### src/rtl/signet_pkg.sv
// signet_pkg: shared constants and FSM state encoding
// for the signet stimulus/capture stage.
package signet_pkg;

  localparam int SIGNET_VEC_W  = 39;
  localparam int SIGNET_RES_W  = 8;
  localparam int SIGNET_NBYTES = 5;

  typedef enum logic [1:0] {
    COLLECT,
    APPLY,
    CAPTURE,
    EMIT
  } state_e;

endpackage

### src/rtl/signet_vec_loader_if.sv
// signet_vec_loader_if: byte input stream and result
// output stream, both valid/ready.
interface signet_vec_loader_if #(
  parameter int RES_W = 8
);
  logic [7:0]       in_data;
  logic             in_valid;
  logic             in_ready;
  logic [RES_W-1:0] out_data;
  logic             out_valid;
  logic             out_ready;

  modport master (
    output in_data,
    output in_valid,
    input  in_ready,
    input  out_data,
    input  out_valid,
    output out_ready
  );

  modport slave (
    input  in_data,
    input  in_valid,
    output in_ready,
    output out_data,
    output out_valid,
    input  out_ready
  );
endinterface

### src/rtl/signet_popcount.sv
// signet_popcount: combinational population count
// of a VEC_W-bit word, 6-bit result.
module signet_popcount #(
  parameter int VEC_W = 39
) (
  input  logic [VEC_W-1:0] vec_i,
  output logic [5:0]       cnt_o
);

  // Sum of set bits.
  always_comb begin
    cnt_o = '0;
    for (int i = 0; i < VEC_W; i++) begin
      cnt_o = cnt_o + 6'(vec_i[i]);
    end
  end

endmodule

### src/rtl/signet_vec_loader.sv
// signet_vec_loader: assembles byte-stream vectors for
// the signet core, captures its result, counts toggles.
module signet_vec_loader
  import signet_pkg::*;
#(
  parameter int VEC_W  = SIGNET_VEC_W,
  parameter int RES_W  = SIGNET_RES_W,
  parameter int NBYTES = SIGNET_NBYTES,
  parameter int CNT_W  = 16
) (
  input  logic             clk,
  input  logic             rst,
  signet_vec_loader_if.slave bus,
  output logic [VEC_W-1:0] vec_o,
  input  logic [RES_W-1:0] res_i,
  input  logic             clr_stats,
  output logic [CNT_W-1:0] toggle_cnt,
  output logic [CNT_W-1:0] vec_cnt
);

  localparam int IDX_W = $clog2(NBYTES + 1);
  localparam int STG_W = NBYTES * 8;

  state_e             state_q, state_d;
  logic [IDX_W-1:0]   idx_q, idx_d;
  logic [STG_W-1:0]   stage_q, stage_d;
  logic [VEC_W-1:0]   vec_q, vec_d;
  logic [RES_W-1:0]   odata_q, odata_d;
  logic               ovalid_q, ovalid_d;
  logic [CNT_W-1:0]   tog_q, tog_d;
  logic [CNT_W-1:0]   vcnt_q, vcnt_d;

  logic [5:0]         pc;
  logic [CNT_W:0]     tsum;

  // Bits that would toggle if staging were applied now.
  signet_popcount #(
    .VEC_W (VEC_W)
  ) u_pc (
    .vec_i (stage_q[VEC_W-1:0] ^ vec_q),
    .cnt_o (pc)
  );

  assign tsum = {1'b0, tog_q} + (CNT_W+1)'(pc);

  // Byte acceptance is decoded straight from state.
  assign bus.in_ready  = (state_q == COLLECT) && !rst;
  assign bus.out_data  = odata_q;
  assign bus.out_valid = ovalid_q;
  assign vec_o         = vec_q;
  assign toggle_cnt    = tog_q;
  assign vec_cnt       = vcnt_q;

  // Next-state and datapath updates for the FSM.
  always_comb begin
    state_d  = state_q;
    idx_d    = idx_q;
    stage_d  = stage_q;
    vec_d    = vec_q;
    odata_d  = odata_q;
    ovalid_d = ovalid_q;
    tog_d    = tog_q;
    vcnt_d   = vcnt_q;
    unique case (state_q)
      COLLECT: begin
        if (bus.in_valid) begin
          stage_d[{idx_q, 3'b000} +: 8] = bus.in_data;
          stage_d[STG_W-1:VEC_W] = '0;
          idx_d = idx_q + 1'b1;
          if (idx_q == IDX_W'(NBYTES - 1)) begin
            state_d = APPLY;
          end
        end
      end
      APPLY: begin
        vec_d = stage_q[VEC_W-1:0];
        if (tsum[CNT_W]) begin
          tog_d = '1;
        end else begin
          tog_d = tsum[CNT_W-1:0];
        end
        state_d = CAPTURE;
      end
      CAPTURE: begin
        odata_d  = res_i;
        ovalid_d = 1'b1;
        state_d  = EMIT;
      end
      EMIT: begin
        if (bus.out_ready) begin
          ovalid_d = 1'b0;
          vcnt_d   = vcnt_q + 1'b1;
          idx_d    = '0;
          state_d  = COLLECT;
        end
      end
      default: state_d = COLLECT;
    endcase
    if (clr_stats) begin
      tog_d  = '0;
      vcnt_d = '0;
    end
  end

  // State and output registers, synchronous reset.
  always_ff @(posedge clk) begin
    if (rst) begin
      state_q  <= COLLECT;
      idx_q    <= '0;
      stage_q  <= '0;
      vec_q    <= '0;
      odata_q  <= '0;
      ovalid_q <= 1'b0;
      tog_q    <= '0;
      vcnt_q   <= '0;
    end else begin
      state_q  <= state_d;
      idx_q    <= idx_d;
      stage_q  <= stage_d;
      vec_q    <= vec_d;
      odata_q  <= odata_d;
      ovalid_q <= ovalid_d;
      tog_q    <= tog_d;
      vcnt_q   <= vcnt_d;
    end
  end

endmodule
### src/flat_wrapper.sv
// flat-port wrapper written by rule: the top's interface ports become plain ports
module signet_vec_loader_flat import signet_pkg::*;
#(
  parameter int VEC_W  = SIGNET_VEC_W,
  parameter int RES_W  = SIGNET_RES_W,
  parameter int NBYTES = SIGNET_NBYTES,
  parameter int CNT_W  = 16
)
  (clk, rst, vec_o, res_i, clr_stats, toggle_cnt, vec_cnt, bus_in_data, bus_in_valid, bus_in_ready, bus_out_data, bus_out_valid, bus_out_ready);
  signet_vec_loader_if #(.RES_W(RES_W)) bus_i ();
  input  logic clk;
  input  logic rst;
  output logic [VEC_W-1:0] vec_o;
  input  logic [RES_W-1:0] res_i;
  input  logic clr_stats;
  output logic [CNT_W-1:0] toggle_cnt;
  output logic [CNT_W-1:0] vec_cnt;
  input wire logic [$bits(bus_i.in_data)-1:0] bus_in_data;
  input wire logic [$bits(bus_i.in_valid)-1:0] bus_in_valid;
  output wire logic [$bits(bus_i.in_ready)-1:0] bus_in_ready;
  output wire logic [$bits(bus_i.out_data)-1:0] bus_out_data;
  output wire logic [$bits(bus_i.out_valid)-1:0] bus_out_valid;
  input wire logic [$bits(bus_i.out_ready)-1:0] bus_out_ready;
  assign bus_i.in_data = bus_in_data;
  assign bus_i.in_valid = bus_in_valid;
  assign bus_in_ready = bus_i.in_ready;
  assign bus_out_data = bus_i.out_data;
  assign bus_out_valid = bus_i.out_valid;
  assign bus_i.out_ready = bus_out_ready;
  signet_vec_loader #(.VEC_W(VEC_W), .RES_W(RES_W), .NBYTES(NBYTES), .CNT_W(CNT_W)) u_core (.clk(clk), .rst(rst), .bus(bus_i), .vec_o(vec_o), .res_i(res_i), .clr_stats(clr_stats), .toggle_cnt(toggle_cnt), .vec_cnt(vec_cnt));
endmodule
### config.mk
export PLATFORM = sky130hd
export DESIGN_NAME = signet_vec_loader_flat
export DESIGN_NICKNAME = d
export VERILOG_FILES = /design/src/rtl/signet_pkg.sv /design/src/rtl/signet_vec_loader_if.sv /design/src/rtl/signet_popcount.sv /design/src/rtl/signet_vec_loader.sv /design/src/flat_wrapper.sv
export SDC_FILE = /design/constraint.sdc
export NUM_CORES = 1
export LEC_CHECK = 0
export ABC_AREA = 1
export CORE_MARGIN = 1
export CORE_UTILIZATION = 50
export DETAILED_ROUTE_END_ITERATION = 8
export PLACE_DENSITY_LB_ADDON = 0.08
export SLEW_MARGIN = 20
export SYNTH_ARGS = -nofsm -noshare
export SYNTH_HDL_FRONTEND = slang
export SYNTH_SLANG_ARGS = --single-unit
### constraint.sdc
create_clock -name clk -period 5.3 [get_ports clk]
set_input_delay 0.795 -clock clk [delete_from_list [all_inputs] [get_ports clk]]
set_output_delay 0.795 -clock clk [all_outputs]
set_load 0.02 [all_outputs]
==> results of run 1 <==
-- sequential cells by signal (all words and copies together), names as in the netlist --
signal,count
u_core.idx_q,3
u_core.bus.out_valid,1
u_core.vec_cnt,16
u_core.bus.out_data,8
u_core.state_q,2
u_core.vec_o,39
u_core.stage_q,39
u_core.toggle_cnt,16
-- final timing paths --
path | startpoint | endpoint | slack (ns) | cells past startpoint
worst min register to register | u_core.vec_cnt[6] | u_core.vec_cnt[6] | 0.46 | 2
worst max register to register | u_core.vec_o[33] | u_core.toggle_cnt[0] | -0.24 | 21
worst max-delay path | u_core.vec_o[33] | u_core.toggle_cnt[0] | -0.24 | 21
worst min-delay path | u_core.vec_cnt[6] | u_core.vec_cnt[6] | 0.46 | 2
-- placed cells by master, fill, tap and decap left out, types with 2 or more instances in the layout --
| cell | netlist | layout |
|---|---|---|
| nor2_1 | 167 | 165 |
| nand2_1 | 116 | 113 |
| dfxtp_1 | 124 | 109 |
| clkdlybuf4s50_1 | 0 | 101 |
| inv_1 | 84 | 83 |
| o21ai_0 | 83 | 82 |
| a21oi_1 | 54 | 54 |
| buf_4 | 4 | 43 |
| ha_1 | 35 | 33 |
| nand3_1 | 34 | 31 |
| fa_1 | 32 | 31 |
| xnor2_1 | 25 | 22 |
| xor2_1 | 21 | 17 |
| clkbuf_16 | 0 | 17 |
| dfxtp_2 | 0 | 14 |
| nor3_1 | 11 | 11 |
| nand2_2 | 7 | 8 |
| inv_2 | 5 | 6 |
| nand3_2 | 3 | 6 |
| nor2_2 | 4 | 6 |
| clkinv_4 | 2 | 5 |
| xor2_2 | 0 | 4 |
| nor2_4 | 4 | 4 |
| o21ai_1 | 3 | 4 |
| a31oi_1 | 4 | 4 |
| nor4_1 | 4 | 4 |
| clkinv_2 | 0 | 4 |
| xnor2_2 | 0 | 3 |
| or2_2 | 3 | 3 |
| nand4_4 | 2 | 3 |
| nand4_1 | 3 | 3 |
| nor3b_1 | 3 | 2 |
| nand4_2 | 2 | 2 |
| nand3b_1 | 2 | 2 |
| nand2_4 | 0 | 2 |
| a211oi_1 | 2 | 2 |
| ha_2 | 0 | 2 |
| clkbuf_1 | 18 | 2 |
| bufinv_16 | 0 | 2 |
-- logic make-up (layout without fill, tap and decap cells) --
family          count (synthesis)  count (layout)  share of synthesized area, %
flops                         124             124                         36.18
mux                             1               1                        0.1459
buf+inv                       119             266                         7.148
fa+ha+maj                      67              67                         15.72
xor+xnor                       46              46                         5.872
compound gates                147             147                         10.90
simple gates                  369             370                         24.03
-- layer usage --
metal	track usage, %	vias to the layer above
met4	10.52	0
met3	5.029	28
li1	-	3074
met5	0	-
met1	35.22	2810
met2	39.61	156
-- per-stage QoR --
| stage | util, % | TNS [ns] |
|---|---|---|
| 2_1_floorplan | - | -0.6351 |
| 4_1_cts | 67.29 | -3.160 |
| 3_3_place_gp | 62.59 | -3.267 |
| 3_5_place_dp | 62.59 | -3.761 |
| 6_report | 67.61 | -2.966 |
| 5_1_grt | 67.61 | -5.843 |
-- cells in the mapped netlist (all sizes together) --
cell / number
nor2: 176
dfxtp: 124
nand2: 123
inv: 89
o21ai: 86
a21oi: 54
nand3: 38
ha: 35
fa: 32
xnor2: 25
xor2: 21
clkbuf: 18
nor3: 11
buf: 10
nand4: 7
a31oi: 4
nor4: 4
or2: 4
nor3b: 3
a211oi: 2
clkinv: 2
nand3b: 2
a21boi: 1
and3: 1
mux2i: 1
-- final cells by class --
cell class,instances,area (um2)
clock buffer,20,446.7
clock inverter,11,120.1
fill,1148,4307
inverter,91,351.6
multi-input combinational,631,4013
sequential,124,2504
tap,176,220.2
timing repair buffer,144,1334
-- worst max-delay path, stage by stage (launching register included) --
cell,delay (ns)
dfxtp_2,0.33
xnor2_2,0.14
fa_1,0.59
fa_1,0.46
fa_1,0.52
fa_1,0.51
inv_2,0.04
fa_1,0.52
inv_1,0.05
fa_1,0.46
fa_1,0.50
inv_1,0.04
ha_2,0.19
fa_2,0.35
nand2_2,0.08
nand3_2,0.09
nand3_2,0.10
nand2_4,0.09
nand2_2,0.11
nand2_4,0.06
o21ai_1,0.16
inv_1,0.04
-- timing repair --
action / in CTS / in global routing
gates resized for setup: 9 / 9
endpoints found under the setup margin: 16 / 16
cloned: 1 / 0
pin swaps: 7 / 9
setup buffers: 1 / 0
==> impl_metrics.py, run 1 <==
metrics = {
    "status": {
        "result_of_the_run": "complete, but fails checks",
        "failed_checks": "setup timing",
    },
    "final_layout": {
        "design.final.nets": 1097,
        "final_layout_size_suffix_gt1_share_pct": 13.91,
        "layout.cells.non_filler": 1197,
        "diodes": 0,
        "design_area_um2": 8989,
        "layout-area-overhead-vs-synth_pct": 31.00,
    },
    "drt": {
        "routed_wirelength_mm": 17.28,
        "m1WireLength_mm": 8.082,
        "top_layer": "met4",
        "antenna_violating_nets_left": 0,
        "detailedRoute.firstPassIterationCount": 5,
        "routed-wl-met2_mm": 7.875,
        "drt-vias-per-instance": 5.069,
        "routedWlPerCell_um": 14.44,
        "met3_wirelength_um": 933,
        "vias": 6068,
        "detail_route.drc_violations": 0,
        "dr.first_iter.drc_count": 422,
    },
    "cts": {
        "number_of_hold_repair_buffers_added_at_the_cts_stage": 0,
        "clkLatencyLatePin_ns": 0.42,
        "cts_max_level": 4,
        "clock_sinks": 124,
        "cts-root-buf": "clkbuf_16",
        "cts_max_path_buffers": 2,
        "cts_tree": "yes",
        "cts_made_buffers": 17,
        "clkSlewWorstSetupHoldPaths_ns": 0.06,
    },
    "run": {
        "max_cap_violations": 0,
    },
    "global_routing": {
        "antenna_found_initial": 0,
        "grt_overflow": 0,
        "grt_pass1_wl_mm": 28.10,
        "grt_max_degree": 60,
        "first_global_vias": 5723,
        "total_routing_usage_gr_pct": 25.71,
    },
    "placed_design": {
        "finalWeightedCongestion": 0.8762,
        "numPortBuffers": 101,
        "post-place-cells": 1164,
        "dpl-instance-area_um2": 8322,
        "dp_worst_setup_slack_ns": -0.3144,
        "detailed_place_hpwl_mm": 12.50,
    },
    "die": {
        "boundary_pin_count": 102,
        "initial_core_util_pct": 51.61,
        "die_width_um": 119.1,
        "placeable_core_area_um2": 13300,
        "dieArea_um2": 14200,
        "std_cell_rows": 42,
        "fp.dieH_um": 119.1,
    },
    "synth": {
        "synth_sequential_area_ratio_pct": 36.18,
        "syn_area_per_cell_um2": 7.860,
        "yosys_warnings": 0,
        "netlist_area_um2": 6862,
        "syn-num-nets": 961,
        "synth_cells": 873,
        "synth_largest_type_area_fraction_pct": 36.18,
        "synth.area.top_cells": "dfxtp_1, fa_1, nor2_1",
        "synth_area_leader_cell": "dfxtp_1",
        "ys_types": 39,
        "postSynthRegisterBits": 124,
    },
    "setup_path": {
        "crit_fanout": 5,
        "critPathLaunchType": "flop",
        "worst_setup_path_end_kind": "flop",
        "critical_path_required_ns": 5.62,
        "criticalPathCategory": "reg2reg",
        "critical_path_arrival_ns": 5.86,
    },
    "sta": {
        "rsz0062_at_grt": "yes",
        "timing.final.hold_violations": 0,
        "finalMaxSlewViolations": 0,
        "worst_relative_slew_slack_pct": 34.87,
        "period_minus_slack_ns": 5.542,
        "worst_pin_slew_ns": 0.9739,
        "fin_crit_sh_pct": 104.6,
        "fin_hold_ws_ns": 0.4579,
        "layout_setup_ws_ns": -0.2425,
        "setup_skew_ns": 0.007429,
        "finalSetupViolCount": 16,
        "max_freq_mhz": 180.4,
    },
    "worst_hold_path": {
        "type_of_the_worst_min_delay_path": "reg2reg",
    },
}
Power of run 1 is left out: the tool's default activity adds up to more than one toggle a clock period on the data nets, which glitch-free logic cannot reach.
==> run 2, diff against run 1 <==
--- a/config.mk
+++ b/config.mk
@@ -6,11 +6,13 @@
 export NUM_CORES = 1
 export LEC_CHECK = 0
 export ABC_AREA = 1
+export CAP_MARGIN = 30
 export CORE_MARGIN = 1
 export CORE_UTILIZATION = 50
 export DETAILED_ROUTE_END_ITERATION = 8
 export PLACE_DENSITY_LB_ADDON = 0.08
-export SLEW_MARGIN = 20
+export SETUP_SLACK_MARGIN = 0.1
+export SLEW_MARGIN = 10
 export SYNTH_ARGS = -nofsm -noshare
 export SYNTH_HDL_FRONTEND = slang
 export SYNTH_SLANG_ARGS = --single-unit
==> run 2 against run 1 <==
The run still ends with setup timing left. Maximum frequency increased by 1.1%. First-iteration DRC count decreased by 7.6%. Critical path depth unchanged. Cell count is 0.42% higher. Core utilization is 0.43 points higher. Wire length is 0.80% higher. Design area grew 0.64%. Worst hold slack improved by 0.0030 ns. Flip-flop and latch count stayed put. Global-route usage is 0.31 points higher. Die area unchanged.
==> impl_metrics.py, run 2 (synthesis gave the netlist of run 1 again) <==
metrics = {
    "setup_path": {
        "crit_slowest_cell": "fa_1",
        "crit_buf_inv": 3,
        "slowest_delay_ns": 0.55,
        "worst_setup_path_end_kind": "flop",
        "critical_path_arrival_ns": 5.77,
        "path_cells": "xnor2_2, fa_1, fa_1, fa_1, fa_1, inv_2, fa_1, inv_1, fa_1, fa_1, inv_1, ha_2, fa_2, nand2_2, nand3_4, nand3_4, nand2_4, nand4_4, nand2_1, nor2_1, nor2_1",
        "path_delay_family": "adder cells",
        "cell_seen_most_often_among_critical_path_stages": "fa_1",
        "critical_path_required_ns": 5.58,
        "crit_fanout": 8,
        "criticalPathCategory": "reg2reg",
        "critPathLaunchType": "flop",
    },
    "final_layout": {
        "final_layout_size_suffix_gt1_share_pct": 14.23,
        "layout-area-overhead-vs-synth_pct": 31.84,
        "num-fill-cells": 1116,
        "layout_common_cells": "nor2_1, nand2_1, dfxtp_1",
        "design.final.nets": 1103,
        "multiInputGateArea_um2": 4026,
        "area_used_by_sequential_logic_in_the_layout_um2": 2502,
        "commonest_non_fill_non_tap_cell_in_the_layout": "nor2_1",
        "diodes": 0,
    },
    "placed_design": {
        "finalWeightedCongestion": 0.8699,
        "numPortBuffers": 101,
        "detailed_place_hpwl_mm": 12.77,
    },
    "die": {
        "die_width_um": 119.1,
        "initial_core_util_pct": 51.61,
        "fp.dieH_um": 119.1,
        "dieArea_um2": 14200,
        "placeable_core_area_um2": 13300,
        "std_cell_rows": 42,
        "boundary_pin_count": 102,
    },
    "drt": {
        "dr.first_iter.drc_count": 390,
        "drt-vias-per-instance": 5.096,
        "detailedRoute.firstPassIterationCount": 5,
        "routedWlPerCell_um": 14.49,
        "detail_route.drc_violations": 0,
        "routed_wirelength_mm": 17.42,
        "vias": 6125,
        "antenna_violating_nets_left": 0,
    },
    "status": {
        "failed_checks": "setup timing",
        "result_of_the_run": "complete, but fails checks",
    },
    "sta": {
        "fin_hold_ws_ns": 0.4609,
        "rsz0062_at_grt": "yes",
        "worst_relative_slew_slack_pct": 40.32,
        "setup_tns_ns": -2.539,
        "worst_pin_slew_ns": 0.8938,
        "period_minus_slack_ns": 5.484,
        "fin_crit_sh_pct": 103.5,
        "finalMaxSlewViolations": 0,
        "layout_setup_ws_ns": -0.1844,
        "setup_skew_ns": 0.006690,
        "finalSetupViolCount": 16,
        "max_freq_mhz": 182.3,
        "timing.final.hold_violations": 0,
    },
    "cts": {
        "clkLatencyLatePin_ns": 0.42,
        "clock_sinks": 124,
        "cts_max_level": 4,
        "cts_tree": "yes",
        "cts-root-buf": "clkbuf_16",
        "cts_made_buffers": 17,
        "cts_max_path_buffers": 2,
        "clkSlewWorstSetupHoldPaths_ns": 0.06,
    },
    "global_routing": {
        "grt_pass1_wl_mm": 28.40,
        "grt_overflow": 0,
        "first_global_vias": 5698,
        "antenna_found_initial": 0,
        "total_routing_usage_gr_pct": 26.01,
        "grt_max_degree": 58,
    },
    "worst_hold_path": {
        "type_of_the_worst_min_delay_path": "reg2reg",
    },
    "run": {
        "max_cap_violations": 0,
    },
}
-- run 2: through the flow --
step                      util (%)  area [um2]  instances  setup slack [ns]
after floorplan                  -        6912        873           -0.1064
after global placement       62.93        8367       1170           -0.2799
after detailed placement     63.14        8394       1171           -0.3152
after CTS                    67.47        8970       1202           -0.2436
after global routing         68.04        9046       1202           -0.3967
final                        68.04        9046       1202           -0.1844
-- run 2: worst paths after layout --
kind	cells after the start	startpoint	endpoint	slack, ns
min reg2reg	2	u_core.vec_cnt[6]	u_core.vec_cnt[6]	0.46
max	21	u_core.vec_o[31]	u_core.toggle_cnt[15]	-0.18
min	2	u_core.vec_cnt[6]	u_core.vec_cnt[6]	0.46
max reg2reg	21	u_core.vec_o[31]	u_core.toggle_cnt[15]	-0.18
-- run 2: per-layer routing --
layer / GRT usage (%) / wire [um] / vias to the layer above
li1: - / - / 3078
met1: 36.42 / 8174 / 2846
met2: 39.86 / 7973 / 180
met3: 6.130 / 1037 / 21
met4: 7.437 / 234 / 0
met5: 0 / 0 / -
-- run 2: repair_timing --
item / 4_1_cts / 5_1_grt
gates resized for setup: 8 / 15
pin swaps: 11 / 11
hold buffers: 0 / 0
setup endpoints to repair: 16 / 16
buffers inserted: 1 / 0
cloned: 0 / 0
-- run 2: final cells by class --
type,count,share of cell area [%]
multi-input combinational,630,44.51
sequential,124,27.66
inverter,91,3.887
timing repair buffer,151,15.59
clock buffer,23,5.173
clock inverter,7,0.7469
tap,176,2.434
-- run 2: worst reg2reg max path, cell delays in order, from the launching register on --
cell	delay, ns
dfxtp_2	0.33
xnor2_2	0.14
fa_1	0.53
fa_1	0.56
fa_1	0.45
fa_1	0.53
inv_2	0.04
fa_1	0.53
inv_1	0.05
fa_1	0.44
fa_1	0.49
inv_1	0.05
ha_2	0.18
fa_2	0.35
nand2_2	0.10
nand3_4	0.09
nand3_4	0.08
nand2_4	0.06
nand4_4	0.13
nand2_1	0.08
nor2_1	0.10
nor2_1	0.05
Power of run 2 is left out for the same reason.
==> run 3, diff against run 2 <==
==> constraint.sdc (replaced) <==
create_clock -name clk -period 5.3 [get_ports clk]
set_input_delay 1.325 -clock clk [delete_from_list [all_inputs] [get_ports clk]]
set_output_delay 1.325 -clock clk [all_outputs]
set_load 0.02 [all_outputs]
==> run 3 against run 2 <==
The run still ends with setup timing left. Worst hold slack improved by 0.0011 ns. Sequential share of layout area decreased by 0.10 points. Cell count unchanged. Design area increased by 0.53%. Die area unchanged. Via count increased by 0.11%. Clock skew decreased by 0.00071 ns. Critical path depth unchanged. First-iteration DRC count increased by 22%. Largest cell class unchanged. Highest routed layer unchanged.
==> impl_metrics.py, run 3 (synthesis gave the netlist of run 1 again) <==
metrics = {
    "final_layout": {
        "diodes": 0,
        "commonest_non_fill_non_tap_cell_in_the_layout": "nor2_1",
        "design.final.nets": 1101,
        "multiInputGateArea_um2": 4053,
        "layout-area-overhead-vs-synth_pct": 32.53,
        "final_util_pct": 68.40,
        "area_used_by_sequential_logic_in_the_layout_um2": 2506,
        "final_layout_size_suffix_gt1_share_pct": 15.01,
        "layout_common_cells": "nor2_1, nand2_1, dfxtp_1",
        "num-fill-cells": 1138,
    },
    "run": {
        "max_cap_violations": 0,
    },
    "global_routing": {
        "antenna_found_initial": 0,
        "first_global_vias": 5707,
        "grt_overflow": 0,
        "grt_max_degree": 73,
        "total_routing_usage_gr_pct": 25.95,
        "grt_pass1_wl_mm": 28.42,
    },
    "cts": {
        "cts_max_level": 4,
        "cts_made_buffers": 17,
        "clkLatencyLatePin_ns": 0.42,
        "cts-root-buf": "clkbuf_16",
        "clock_sinks": 124,
        "cts_tree": "yes",
        "clkSlewWorstSetupHoldPaths_ns": 0.06,
        "cts_max_path_buffers": 2,
    },
    "status": {
        "failed_checks": "setup timing",
        "result_of_the_run": "complete, but fails checks",
    },
    "sta": {
        "finalMaxSlewViolations": 0,
        "worst_relative_slew_slack_pct": 39.58,
        "fin_crit_sh_pct": 104.4,
        "max_freq_mhz": 180.8,
        "period_minus_slack_ns": 5.532,
        "layout_setup_ws_ns": -0.2319,
        "setup_skew_ns": 0.005982,
        "timing.final.hold_violations": 0,
        "worst_pin_slew_ns": 0.9050,
        "rsz0062_at_grt": "yes",
        "finalSetupViolCount": 16,
    },
    "die": {
        "dieArea_um2": 14200,
        "die_width_um": 119.1,
        "std_cell_rows": 42,
        "initial_core_util_pct": 51.61,
        "placeable_core_area_um2": 13300,
        "boundary_pin_count": 102,
        "fp.dieH_um": 119.1,
    },
    "setup_path": {
        "worstSetupStartpoint": "u_core.vec_o[29]",
        "critical_path_arrival_ns": 5.81,
        "critical_path_required_ns": 5.58,
        "criticalPathCategory": "reg2reg",
        "critPathLaunchType": "flop",
        "timing.rr.start": "u_core.vec_o[29]",
        "worst_setup_path_end_kind": "flop",
        "crit_fanout": 8,
    },
    "drt": {
        "antenna_violating_nets_left": 0,
        "drt-vias-per-instance": 5.101,
        "routed_wirelength_mm": 17.59,
        "dr.first_iter.drc_count": 475,
        "detail_route.drc_violations": 0,
        "routedWlPerCell_um": 14.63,
        "detailedRoute.firstPassIterationCount": 5,
        "vias": 6132,
    },
    "placed_design": {
        "finalWeightedCongestion": 0.8713,
        "numPortBuffers": 101,
        "detailed_place_hpwl_mm": 12.52,
    },
    "worst_hold_path": {
        "holdCritStartpoint": "u_core.vec_cnt[6]",
        "type_of_the_worst_min_delay_path": "reg2reg",
    },
}
run 3: cell types whose count changed in the layout (fill, tap and decap cells not counted), sizes merged:
cell	previous run	this run
buf	50	48
bufinv	1	2
clkbuf	23	21
clkinv	5	9
clkinvlp	3	2
run 3: routing by layer:
layer  routed length [um]  GRT usage [%]
met1                 7881          35.49
met5                    0              0
met2                 7975          39.43
met4                  420          10.28
met3                 1310          6.082
run 3: timing repair:
item / in CTS / in global routing
pin swaps: 4 / 19
gates cloned: 0 / 0
setup buffers: 1 / 2
setup endpoints to repair: 16 / 16
resized for setup: 5 / 22
hold buffers: 0 / 0
run 3: worst paths after layout:
| path | endpoint | slack (ns) | cells past startpoint |
|---|---|---|---|
| max | u_core.toggle_cnt[13] | -0.23 | 21 |
| min | u_core.vec_cnt[6] | 0.46 | 2 |
| min reg2reg | u_core.vec_cnt[6] | 0.46 | 2 |
| max reg2reg | u_core.toggle_cnt[13] | -0.23 | 21 |
run 3: critical path: stages, from the launching register on:
cell	delay (ns)
dfxtp_2	0.33
xnor2_2	0.14
fa_1	0.58
fa_1	0.45
fa_1	0.53
fa_1	0.50
inv_1	0.05
fa_1	0.54
inv_1	0.05
fa_1	0.44
fa_1	0.49
inv_1	0.05
ha_2	0.18
fa_2	0.37
nand2_4	0.09
nand3_4	0.09
nand3_4	0.08
nand2_4	0.07
nand4_4	0.13
nand2_1	0.07
nor2_1	0.10
nor2_1	0.05
run 3: per-stage QoR:
stage	setup WS, ns	hold slack (ns)	cell area [um2]	instances	setup TNS, ns
2_1_floorplan	-0.1064	0.4703	6912	873	-0.6313
3_3_place_gp	-0.2776	0.4566	8337	1166	-3.449
3_5_place_dp	-0.3383	0.4584	8344	1167	-4.261
4_1_cts	-0.2706	0.4665	8966	1200	-3.727
5_1_grt	-0.4164	0.4907	9094	1202	-5.856
6_report	-0.2319	0.4621	9094	1202	-3.072
run 3: area by class of cell:
type                    instances  share of cell area, %
clock buffers                  21                  5.173
clock inverters                11                  1.293
inverters                      91                  3.866
multi-input cells             630                  44.57
flip-flops and latches        124                  27.56
well taps                     176                  2.422
repair buffers                149                  15.12
Power of run 3 is left out for the same reason.
